==> config.mk <==
export PLATFORM = sky130hd
export DESIGN_NAME = fpmult_round_arbiter_flat
export DESIGN_NICKNAME = d
export VERILOG_FILES = /design/src/rtl/fpmult_round_arbiter_if.sv /design/src/rtl/fpmult_round_arbiter.sv /design/src/flat_wrapper.sv
export SDC_FILE = /design/constraint.sdc
export NUM_CORES = 1
export LEC_CHECK = 0
export BUFFER_PORTS_ARGS = -buffer_cell sky130_fd_sc_hd__buf_4
export CAP_MARGIN = 15
export CORE_MARGIN = 3
export CORE_UTILIZATION = 30
export CTS_BUF_LIST = sky130_fd_sc_hd__clkbuf_8
export DETAILED_ROUTE_END_ITERATION = 7
export PLACE_DENSITY = 0.55
export SLEW_MARGIN = 30
export SYNTH_ARGS = -nofsm -noshare
export SYNTH_HDL_FRONTEND = slang
export SYNTH_SLANG_ARGS = --single-unit
==> constraint.sdc <==
create_clock -name clk -period 5.35 [get_ports clk]
set_clock_uncertainty 0.2 [all_clocks]
set_input_delay 1.07 -clock clk [delete_from_list [all_inputs] [get_ports clk]]
set_output_delay 1.07 -clock clk [all_outputs]
set_load 0.02 [all_outputs]
==> src/rtl/fpmult_round_arbiter_if.sv <==
// Handshake bundle between the two multiplier pipelines, the shared
// normalize/round stage and the downstream pack stage.
interface fpmult_round_arbiter_if #(
   parameter int MANT_W = 10,
   parameter int EXP_W  = 5
);
   logic              req0_valid;
   logic              req0_ready;
   logic [MANT_W-1:0] req0_m;
   logic [EXP_W:0]    req0_e;
   logic              req0_rnd;

   logic              req1_valid;
   logic              req1_ready;
   logic [MANT_W-1:0] req1_m;
   logic [EXP_W:0]    req1_e;
   logic              req1_rnd;

   logic              out_valid;
   logic              out_ready;
   logic [MANT_W:0]   out_m;
   logic [EXP_W:0]    out_e;
   logic              out_id;
   logic              out_uf;
   logic              busy;

   // Arbiter side
   modport slave (
      input  req0_valid, req0_m, req0_e, req0_rnd,
      input  req1_valid, req1_m, req1_e, req1_rnd,
      input  out_ready,
      output req0_ready, req1_ready,
      output out_valid, out_m, out_e, out_id, out_uf, busy
   );

   // Environment side (requesters plus downstream consumer)
   modport master (
      output req0_valid, req0_m, req0_e, req0_rnd,
      output req1_valid, req1_m, req1_e, req1_rnd,
      output out_ready,
      input  req0_ready, req1_ready,
      input  out_valid, out_m, out_e, out_id, out_uf, busy
   );
endinterface

==> src/rtl/fpmult_round_arbiter.sv <==
// Round-robin arbiter and two-stage pipeline for the shared FP multiplier
// normalize/round stage: grant, unbias, round increment and exponent bump.
module fpmult_round_arbiter #(
   parameter int MANT_W = 10,
   parameter int EXP_W  = 5,
   parameter int BIAS   = 15
) (
   input  logic                  clk,
   input  logic                  rst,
   fpmult_round_arbiter_if.slave bus
);

   localparam logic [EXP_W:0] BIAS_E = (EXP_W+1)'(BIAS);
   localparam logic [EXP_W:0] ONE_E  = {{EXP_W{1'b0}}, 1'b1};

   logic              prio;
   logic              grant;
   logic              accept;
   logic              s1Adv;
   logic              s2Adv;

   logic              s1Valid;
   logic              s1Id;
   logic              s1Rnd;
   logic [MANT_W-1:0] s1M;
   logic [EXP_W:0]    s1E;
   logic              s2Valid;

   logic [MANT_W:0]   sum;
   logic              carry;
   logic [EXP_W:0]    roundE;
   logic [EXP_W:0]    roundEP;
   logic              uf;

   // Grant selection and pipeline advance; grant is a pure function of the
   // held requests and prio, so it stays put while the pipe is stalled.
   always_comb begin
      grant = 1'b0;
      if (bus.req0_valid && bus.req1_valid) begin
         grant = prio;
      end else if (bus.req1_valid) begin
         grant = 1'b1;
      end else begin
         grant = 1'b0;
      end
      s2Adv = !s2Valid || bus.out_ready;
      s1Adv = !s1Valid || s2Adv;
   end

   // Ready goes only to the granted requester, and never during reset
   always_comb begin
      bus.req0_ready = rst && s1Adv && !grant;
      bus.req1_ready = rst && s1Adv && grant;
      accept = (bus.req0_valid && bus.req0_ready) ||
               (bus.req1_valid && bus.req1_ready);
   end

   // Round increment, unbias and renormalizing bump computed from S1
   always_comb begin
      sum     = {1'b0, s1M} + {{MANT_W{1'b0}}, s1Rnd};
      carry   = sum[MANT_W];
      roundE  = s1E - BIAS_E;
      roundEP = s1E - BIAS_E + ONE_E;
      if (carry) begin
         uf = (s1E < (BIAS_E - ONE_E));
      end else begin
         uf = (s1E < BIAS_E);
      end
   end

   // Pipeline registers, output register and round-robin pointer
   always_ff @(posedge clk) begin
      if (!rst) begin
         prio        <= 1'b0;
         s1Valid     <= 1'b0;
         s1Id        <= 1'b0;
         s1Rnd       <= 1'b0;
         s1M         <= '0;
         s1E         <= '0;
         s2Valid     <= 1'b0;
         bus.out_m   <= '0;
         bus.out_e   <= '0;
         bus.out_id  <= 1'b0;
         bus.out_uf  <= 1'b0;
      end else begin
         if (accept) begin
            prio <= ~grant;
         end
         if (s1Adv) begin
            s1Valid <= accept;
            s1Id    <= grant;
            s1M     <= grant ? bus.req1_m   : bus.req0_m;
            s1E     <= grant ? bus.req1_e   : bus.req0_e;
            s1Rnd   <= grant ? bus.req1_rnd : bus.req0_rnd;
         end
         if (s2Adv) begin
            s2Valid    <= s1Valid;
            bus.out_m  <= sum;
            bus.out_e  <= carry ? roundEP : roundE;
            bus.out_id <= s1Id;
            bus.out_uf <= uf;
         end
      end
   end

   assign bus.out_valid = s2Valid;
   assign bus.busy      = s1Valid || s2Valid;

endmodule

==> src/flat_wrapper.sv <==
// flat-port wrapper written by rule: the top's interface ports become plain ports
module fpmult_round_arbiter_flat 
#(
   parameter int MANT_W = 10,
   parameter int EXP_W  = 5,
   parameter int BIAS   = 15
)
  (clk, rst, bus_req0_valid, bus_req0_m, bus_req0_e, bus_req0_rnd, bus_req1_valid, bus_req1_m, bus_req1_e, bus_req1_rnd, bus_out_ready, bus_req0_ready, bus_req1_ready, bus_out_valid, bus_out_m, bus_out_e, bus_out_id, bus_out_uf, bus_busy);
  fpmult_round_arbiter_if #(.MANT_W(MANT_W), .EXP_W(EXP_W)) bus_i ();
  input  logic clk;
  input  logic rst;
  input wire logic [$bits(bus_i.req0_valid)-1:0] bus_req0_valid;
  input wire logic [$bits(bus_i.req0_m)-1:0] bus_req0_m;
  input wire logic [$bits(bus_i.req0_e)-1:0] bus_req0_e;
  input wire logic [$bits(bus_i.req0_rnd)-1:0] bus_req0_rnd;
  input wire logic [$bits(bus_i.req1_valid)-1:0] bus_req1_valid;
  input wire logic [$bits(bus_i.req1_m)-1:0] bus_req1_m;
  input wire logic [$bits(bus_i.req1_e)-1:0] bus_req1_e;
  input wire logic [$bits(bus_i.req1_rnd)-1:0] bus_req1_rnd;
  input wire logic [$bits(bus_i.out_ready)-1:0] bus_out_ready;
  output wire logic [$bits(bus_i.req0_ready)-1:0] bus_req0_ready;
  output wire logic [$bits(bus_i.req1_ready)-1:0] bus_req1_ready;
  output wire logic [$bits(bus_i.out_valid)-1:0] bus_out_valid;
  output wire logic [$bits(bus_i.out_m)-1:0] bus_out_m;
  output wire logic [$bits(bus_i.out_e)-1:0] bus_out_e;
  output wire logic [$bits(bus_i.out_id)-1:0] bus_out_id;
  output wire logic [$bits(bus_i.out_uf)-1:0] bus_out_uf;
  output wire logic [$bits(bus_i.busy)-1:0] bus_busy;
  assign bus_i.req0_valid = bus_req0_valid;
  assign bus_i.req0_m = bus_req0_m;
  assign bus_i.req0_e = bus_req0_e;
  assign bus_i.req0_rnd = bus_req0_rnd;
  assign bus_i.req1_valid = bus_req1_valid;
  assign bus_i.req1_m = bus_req1_m;
  assign bus_i.req1_e = bus_req1_e;
  assign bus_i.req1_rnd = bus_req1_rnd;
  assign bus_i.out_ready = bus_out_ready;
  assign bus_req0_ready = bus_i.req0_ready;
  assign bus_req1_ready = bus_i.req1_ready;
  assign bus_out_valid = bus_i.out_valid;
  assign bus_out_m = bus_i.out_m;
  assign bus_out_e = bus_i.out_e;
  assign bus_out_id = bus_i.out_id;
  assign bus_out_uf = bus_i.out_uf;
  assign bus_busy = bus_i.busy;
  fpmult_round_arbiter #(.MANT_W(MANT_W), .EXP_W(EXP_W), .BIAS(BIAS)) u_core (.clk(clk), .rst(rst), .bus(bus_i));
endmodule
==> impl_metrics.toml, run 1 <==
[run_status]
status = "complete, no violations"

[place]
gp_congestion = 0.829
port_buffers = 61
dpl.hpwl_mm = 3.43
dp.cells = 353
dp_slack_ns = 1.61

[critical_path]
start_kind = "primary input"
arrival_ns = 2.48
criticalPathCategory = "in2out"
crit_chain = "buf_4, and2b_1, nand2_1, and3_1, buf_4"
end_kind = "output port"
critPathBufInv = 2
crit_family = "simple AND/OR/NAND/NOR gates"
cp.required_ns = 4.08
crit_top_cell = "buf_4"
crit_path_max_incr_delay_ns = 0.50
critical_path.max_fanout = 16
slowest_stage = "and2b_1"

[route]
via_per_inst = 4.79
dr_total_vias = 1729
wire_per_inst_um = 12.8
ant_nets = 0
drt_pass1_iterations = 4
drc = 0
drt_wl_total_mm = 4.64
first_iter_violations = 74

[cts]
cts-resized-gates = 0
cts_tree = "done"
root_buffer = "clkbuf_8"
clkTransAtPathRegs_ns = 0.08
cts_buffers = 5
cts-htree-levels = 2
cts_sinks = 40
ctsHoldBuffers = 0
clk_latency_ns = 0.29
ctsLongestPathBuffers = 2
cts_setup_buffers = 0

[grt]
grt_first_pass_wirelength_mm = 7.89
grt.overflow.total = 0
antenna_found_initial = 0
grt_max_degree = 35
grtUsageTotal_pct = 12.9
first_global_vias = 1670

[hold_path]
hold_class = "reg2reg"

[floorplan]
ios = 62
core_um2 = 6420
start_util_pct = 31.5
die_w_um = 88.1
dieArea_um2 = 7760
die_h_um = 88.1
rows = 29

[yosys]
syn_inst = 228
ys.flop_type = "dfxtp_1"
netlist_area_um2 = 2020
yosysUniqueCellTypes = 42
ys_ff_latch = 40
synth_edf_count = 0
syn_nets = 272
ys_seq_area_share_pct = 39.6
yosysWarnings = 0
syn_area_per_cell_um2 = 8.86
async_flop_share_pct = 0

[cells_and_area]
layout_commonest_cell = "buf_4"
nets = 327
diodes = 0
area_growth_pct = 28.9
layout-drive-gt1-share_pct = 28.5
final_cells = 361
final_util_pct = 40.6
layout_common_cells = "64 x buf_4, 40 x dfxtp_1, 30 x nor2_1, 24 x a211oi_1, 22 x nand2_1"

[power_and_ir_drop]
leakage_uw = 0.00120
power_density_nw_per_um2 = 260
ir_drop_mv = 0.0837

[sta]
holdWs_ns = 0.257
fin_tns_setup_ns = 0
worst_slack_ns = 1.60
final-hold-violation-count = 0
grt_setup_unrepaired = "no"
final-setup-viol-count = 0
tightest_slew_ns = 0.507
period_needed_ns = 3.75
drv_slew = 0
relSlewSlack_pct = 66.2
timing.final.crit_share_pct = 70.2
fmax_mhz = 266

[flow_run]
max_cap_viol_count = 0
==> per-layer routing <==
metal  track usage [%]  vias up  part of all wire [%]
met5                 0        -                     0
met2              18.6       56                    41
met1              18.6      752                    51
met3              3.20        5                   6.4
li1                  -      916                     -
met4              4.53        0                   1.3
==> Yosys cell counts (3+ instances only) <==
library cell	number	area (um2)
dfxtp_1	40	801
o21ai_0	3	15.0
mux2i_1	18	180
nand3_1	6	30.0
nor2_1	30	113
ha_1	5	62.6
buf_2	6	30.0
clkbuf_1	7	26.3
nor3_1	3	15.0
xnor2_1	7	61.3
a211oi_1	24	180
o211ai_1	4	30.0
a21oi_1	10	50.1
nand4_1	4	25.0
xor2_1	8	70.1
and3_1	3	18.8
nand2_1	22	82.6
==> per-stage QoR <==
step                power, uW  area, um2
floorplan                 428       2020
global route              720       2610
finish                    678       2610
detailed placement        486       2510
CTS                       688       2600
global placement          485       2510
==> flip-flops by register name, summed over array words and instances (netlist names) <==
signal                flops
u_core.s1Id               1
u_core.s1Valid            1
u_core.bus.out_m         11
u_core.bus.out_uf         1
u_core.bus.out_id         1
u_core.s1M               10
u_core.bus.out_valid      1
u_core.s1E                6
u_core.prio               1
u_core.bus.out_e          6
u_core.s1Rnd              1
==> final timing paths <==
kind | start | to | slack [ns] | cells after the start
setup reg to reg | u_core.s1M[0] | u_core.bus.out_e[4] | 3.23 | 7
hold reg to reg | u_core.bus.out_e[0] | u_core.bus.out_e[0] | 0.26 | 2
hold / removal | u_core.bus.out_e[0] | u_core.bus.out_e[0] | 0.26 | 2
setup / recovery | bus_out_ready | bus_req0_ready | 1.60 | 5
==> worst register-to-register path, stage by stage, from the launching register on <==
cell,delay (ns)
dfxtp_1,0.34
ha_1,0.18
ha_1,0.24
nand3_2,0.14
nor3_4,0.41
nand4_1,0.17
xnor2_1,0.16
a211oi_1,0.21
==> cell families (layout without fill, tap and decap cells) <==
group	after synthesis	after routing	synth area share, %
buf+inv	19	75	4.95
fa+ha+maj	5	5	3.10
compound gates	48	48	16.2
xor+xnor	15	15	6.50
simple gates	82	82	20.0
flops	40	40	39.6
mux	19	19	9.66
==> where the power goes <==
group	total [uW]	switching [uW]	leakage (uW)	internal, uW
Sequential	344	22.6	0.000332	321
Combinational	134	65.1	0.000818	68.5
Clock	201	99.3	0.0000538	101
Total	678	187	0.00120	491
==> area by class of cell <==
cell class / count / area, um2
clock buffer: 6 / 82.6
clock inverter: 2 / 7.51
fill: 676 / 3820
inverter: 3 / 11.3
multi-input combinational: 169 / 1130
sequential: 40 / 801
tap: 77 / 96.3
timing repair buffer: 64 / 480
Note: power is estimated with default switching activity, not from simulation.
==> run 2, diff against run 1 <==
--- a/config.mk
+++ b/config.mk
@@ -5,6 +5,7 @@
 export SDC_FILE = /design/constraint.sdc
 export NUM_CORES = 1
 export LEC_CHECK = 0
+export ABC_AREA = 1
 export BUFFER_PORTS_ARGS = -buffer_cell sky130_fd_sc_hd__buf_4
 export CAP_MARGIN = 15
 export CORE_MARGIN = 3
==> constraint.sdc (replaced) <==
create_clock -name clk -period 3.5 [get_ports clk]
set_clock_uncertainty 0.2 [all_clocks]
set_input_delay 0.7 -clock clk [delete_from_list [all_inputs] [get_ports clk]]
set_output_delay 0.7 -clock clk [all_outputs]
set_load 0.02 [all_outputs]
==> impl_metrics.toml, run 2 <==
[run_status]
status = "complete, no violations"

[route]
drc = 0
wire_per_inst_um = 11.6
drt_pass1_iterations = 4
ant_nets = 0
first_iter_violations = 60
via_per_inst = 4.45
dr_total_vias = 1839
drt_wl_total_mm = 4.80

[cells_and_area]
largest_reg_flops = 11
diodes = 0
num-fill-cells = 678
top_regs = "u_core.bus.out_m x11, u_core.s1M x10"
multiInputGateArea_um2 = 1040
nets = 380
layout_commonest_cell = "nand2_1"
layout-drive-gt1-share_pct = 25.6
layout_common_cells = "70 x nand2_1, 61 x buf_4, 40 x dfxtp_1, 35 x inv_1, 24 x nand3_1"
area_growth_pct = 27.8
regArea_um2 = 801
fin_area_um2 = 2630
regMostFlops = "u_core.bus.out_m"

[critical_path]
crit_path_max_incr_delay_ns = 0.37
r2r_start = "u_core.s1E[0]"
r2r_end = "u_core.bus.out_e[5]"
criticalPathCategory = "in2out"
crit_chain = "buf_4, a21oi_1, nand2_4, inv_4, buf_4"
timing.critical_path.to = "bus_req1_ready"
path_depth = 5
slowest_stage = "a21oi_1"
cp.required_ns = 2.60
critPathBufInv = 3
crit_family = "buffers and inverters"
crit_path_start = "bus_req0_valid"
r2r_slack_ns = 1.47
start_kind = "primary input"
end_kind = "output port"
crit_top_cell = "buf_4"
reg2regPathDepth = 10
critical_path.max_fanout = 19
arrival_ns = 1.65

[sta]
timing.final.crit_share_pct = 72.9
fin_tns_setup_ns = 0
final-setup-viol-count = 0
grt_setup_unrepaired = "no"
drv_slew = 0
tightest_slew_ns = 0.791
final-hold-violation-count = 0
period_needed_ns = 2.55
relSlewSlack_pct = 47.2
fmax_mhz = 392

[power_and_ir_drop]
ir_drop_mv = 0.155
leakage_uw = 0.00134
power_density_nw_per_um2 = 391

[cts]
cts_sinks = 40
clk_latency_ns = 0.29
cts_setup_buffers = 0
root_buffer = "clkbuf_8"
cts-resized-gates = 0
clkTransAtPathRegs_ns = 0.07
cts_buffers = 5
cts_tree = "done"
cts-htree-levels = 2
ctsLongestPathBuffers = 2
ctsHoldBuffers = 0

[grt]
grtUsageTotal_pct = 13.0
antenna_found_initial = 0
grt.overflow.total = 0
grt_max_degree = 32
grt_first_pass_wirelength_mm = 7.97
first_global_vias = 1681

[flow_run]
max_cap_viol_count = 0

[yosys]
synth_common_cells = "70 x nand2_1, 40 x dfxtp_1, 35 x inv_1"
yosysWarnings = 0
syn_inst = 278
syn_nets = 322
synth_area_leader_cell = "dfxtp_1"
syn_area_per_cell_um2 = 7.39
yosysMostFrequentCell = "nand2_1"
yosys-top-cells-area = "dfxtp_1 39%, nand2_1 13%, inv_1 6.4%"
ys.flop_type = "dfxtp_1"
async_flop_share_pct = 0
yosysUniqueCellTypes = 32
yosysTopAreaCellShare_pct = 39.0
synth_edf_count = 0
netlist_area_um2 = 2060
ys_seq_area_share_pct = 39.0
ys_ff_latch = 40

[place]
gp_congestion = 0.775
dpl.hpwl_mm = 3.74
place_area_um2 = 2540
port_buffers = 61

[floorplan]
die_h_um = 88.8
ios = 62
die_w_um = 88.8
dieArea_um2 = 7880
core_um2 = 6490
start_util_pct = 31.7
rows = 29

[hold_path]
min-delay-start = "u_core.s1Id"
hold_class = "reg2reg"
run 2: changes by cell type in the layout (fill, tap and decap cells not counted), moves of 5 or more:
cell      change
a211oi_1     -24
inv_1        +31
mux2i_1      -18
nand2_1      +48
nand3_1      +18
nor2_1       -13
o211ai_1      +8
o21ai_0      +15
o21bai_1      +5
xnor2_1       -5
run 2: metrics by stage:
| step | cells | hold slack [ns] | setup WS (ns) | total power (uW) | utilization (%) |
|---|---|---|---|---|---|
| 6_report | 413 | 0.257 | 0.949 | 1030 | 40.4 |
| 2_1_floorplan | 278 | 0.221 | 1.22 | 660 | - |
| 3_5_place_dp | 406 | 0.249 | 0.931 | 751 | 39.2 |
| 5_1_grt | 413 | 0.318 | 0.894 | 1100 | 40.4 |
| 3_3_place_gp | 406 | 0.257 | 0.972 | 751 | 39.2 |
| 4_1_cts | 413 | 0.262 | 0.933 | 1050 | 40.4 |
run 2: layout make-up:
type,instances,area share [%]
inverters,39,5.76
clock buffers,5,2.62
clock inverters,2,0.476
flip-flops and latches,40,30.5
repair buffers,61,17.4
multi-input cells,189,39.5
well taps,77,3.67
run 2: worst min-delay path by stage:
stage                                      to  cells after the start
after floorplan                   u_core.s1Id                      2
after global placement            u_core.s1Id                      2
after detailed placement          u_core.s1Id                      2
after CTS                         u_core.s1Id                      2
after global routing      u_core.bus.out_m[0]                      2
final                             u_core.s1Id                      2
run 2: cells by family after synthesis:
family	count (synthesis)	share of synthesized area, %
flops	40	39.0
simple gates	127	29.7
buf+inv	49	10.5
fa+ha+maj	5	3.04
xor+xnor	6	2.56
compound gates	51	15.2
run 2: metal layers:
layer,GRT usage [%],up-vias,part of all wire (%)
li1,-,1011,-
met1,18.6,770,51
met2,19.0,56,41
met3,3.35,2,7.1
met4,4.12,0,0.79
met5,0,-,0
run 2: where the power goes:
group	total, uW	switching, uW	internal [uW]
clock network	288	154	135
logic	212	115	96.9
registers	526	32.3	494
run 2: tightest hold or removal path, stage by stage (launching register included):
cell and delay [ns]:
dfxtp_1 0.31, nand2_1 0.06, nand2_1 0.04
==> run 3, diff against run 2 <==
==> constraint.sdc (replaced) <==
create_clock -name clk -period 2.5 [get_ports clk]
set_clock_uncertainty 0.2 [all_clocks]
set_input_delay 0.5 -clock clk [delete_from_list [all_inputs] [get_ports clk]]
set_output_delay 0.5 -clock clk [all_outputs]
set_load 0.02 [all_outputs]
==> impl_metrics.toml, run 3 (synthesized netlist as in run 2, its figures left out) <==
[cells_and_area]
final_util_pct = 41.1
area_growth_pct = 29.8
largest_reg_flops = 11
num-fill-cells = 689
regArea_um2 = 801
top_regs = "u_core.bus.out_m x11, u_core.s1M x10"
multiInputGateArea_um2 = 1040
regMostFlops = "u_core.bus.out_m"
layout_commonest_cell = "nand2_1"
diodes = 0
nets = 382
layout_common_cells = "70 x nand2_1, 63 x buf_4, 40 x dfxtp_1, 36 x inv_1, 24 x nand3_1"
layout-drive-gt1-share_pct = 26.0

[floorplan]
start_util_pct = 31.7
die_w_um = 88.8
die_h_um = 88.8
core_um2 = 6490
ios = 62
dieArea_um2 = 7880
rows = 29

[grt]
first_global_vias = 1742
grt_first_pass_wirelength_mm = 8.21
antenna_found_initial = 0
grtUsageTotal_pct = 13.2
grt.overflow.total = 0
grt_max_degree = 32

[route]
wire_per_inst_um = 11.7
drt_wl_total_mm = 4.86
first_iter_violations = 97
dr_total_vias = 1882
drc = 0
drt_pass1_iterations = 4
ant_nets = 0
via_per_inst = 4.52

[power_and_ir_drop]
sw_frac_of_total_pct = 28.0
power.net_switching_uw = 437
power_density_nw_per_um2 = 584
leakage_uw = 0.00136
p_clk_share_pct = 33.4
ir_drop_mv = 0.208
intPower_uw = 1120
comb_power_share_pct = 19.3
sequentialPowerShare_pct = 47.3

[place]
dpl.hpwl_mm = 3.79
gp_congestion = 0.773
port_buffers = 61

[cts]
cts-resized-gates = 0
clk_latency_ns = 0.29
clkTransAtPathRegs_ns = 0.08
root_buffer = "clkbuf_8"
cts_buffers = 5
cts_sinks = 40
ctsLongestPathBuffers = 2
cts_tree = "done"
cts_setup_buffers = 0
cts-htree-levels = 2
ctsHoldBuffers = 0

[hold_path]
min-delay-start = "bus_req1_rnd"
min_to = "u_core.s1Rnd"
hold_depth = 3
hold_class = "in2reg"

[sta]
tightest_slew_ns = 0.768
timing.final.crit_share_pct = 86.0
fmax_mhz = 465
fin_tns_setup_ns = 0
final-hold-violation-count = 0
drv_slew = 0
final-setup-viol-count = 0
grt_setup_unrepaired = "no"
period_needed_ns = 2.15
relSlewSlack_pct = 48.7

[run_status]
status = "complete, no violations"

[critical_path]
end_kind = "output port"
criticalPathCategory = "reg2out"
arrival_ns = 1.45
crit_chain = "inv_2, nor2_4, nand2_4, nand2_4, nor2_4, buf_4"
r2r_slack_ns = 0.50
r2r_start = "u_core.s1E[0]"
start_kind = "flip-flop"
slowest_stage = "nor2_4"
r2r_end = "u_core.bus.out_e[5]"
critPathBufInv = 2
reg2regPathDepth = 10
critical_path.max_fanout = 18
crit_path_max_incr_delay_ns = 0.34
cp.required_ns = 1.80
crit_family = "simple AND/OR/NAND/NOR gates"

[flow_run]
max_cap_viol_count = 0
run 3: worst max path at each step:
stage                    startpoint                   to  depth (start not counted)
2_1_floorplan        bus_req1_valid       bus_req1_ready                          5
3_3_place_gp          bus_out_ready  u_core.bus.out_e[4]                          6
3_5_place_dp          bus_out_ready  u_core.bus.out_e[4]                          6
4_1_cts        u_core.bus.out_valid       bus_req0_ready                          6
5_1_grt        u_core.bus.out_valid       bus_req0_ready                          6
6_report       u_core.bus.out_valid       bus_req0_ready                          6
run 3: tightest hold or removal path: stages:
cell     delay, ns
buf_4         0.07
nand2_1       0.04
nand3_1       0.05
run 3: metrics by stage:
stage	instance area [um2]	instances	worst slack, ns	power (uW)	hold WS, ns
detailed placement	2560	408	0.355	1050	0.271
floorplan	2060	278	0.625	924	0.221
global route	2670	416	0.230	1650	0.197
CTS	2670	416	0.312	1570	0.196
global placement	2560	408	0.379	1050	0.264
finish	2670	416	0.349	1560	0.202
run 3: final cells by class:
| type | count | share of cell area, % |
|---|---|---|
| multi-input combinational | 189 | 38.9 |
| sequential | 40 | 30.0 |
| timing repair buffer | 63 | 17.7 |
| inverter | 39 | 5.68 |
| tap | 77 | 3.61 |
| clock buffer | 5 | 2.58 |
| clock inverter | 3 | 1.45 |
run 3: per-layer routing:
metal	vias to the layer above	track usage, %	wire length, um
met4	0	3.30	57
met2	56	19.1	2030
met1	804	19.3	2460
met3	7	3.72	316
met5	-	0	0
li1	1015	-	-
run 3: power groups by stage:
stage                     sequential (uW)  combinational (uW)  clock [uW]
after floorplan                       772                 153           0
final                                 736                 301         521
after CTS                             736                 304         533
after global placement                751                 301           0
after detailed placement              751                 302           0
after global routing                  744                 338         567
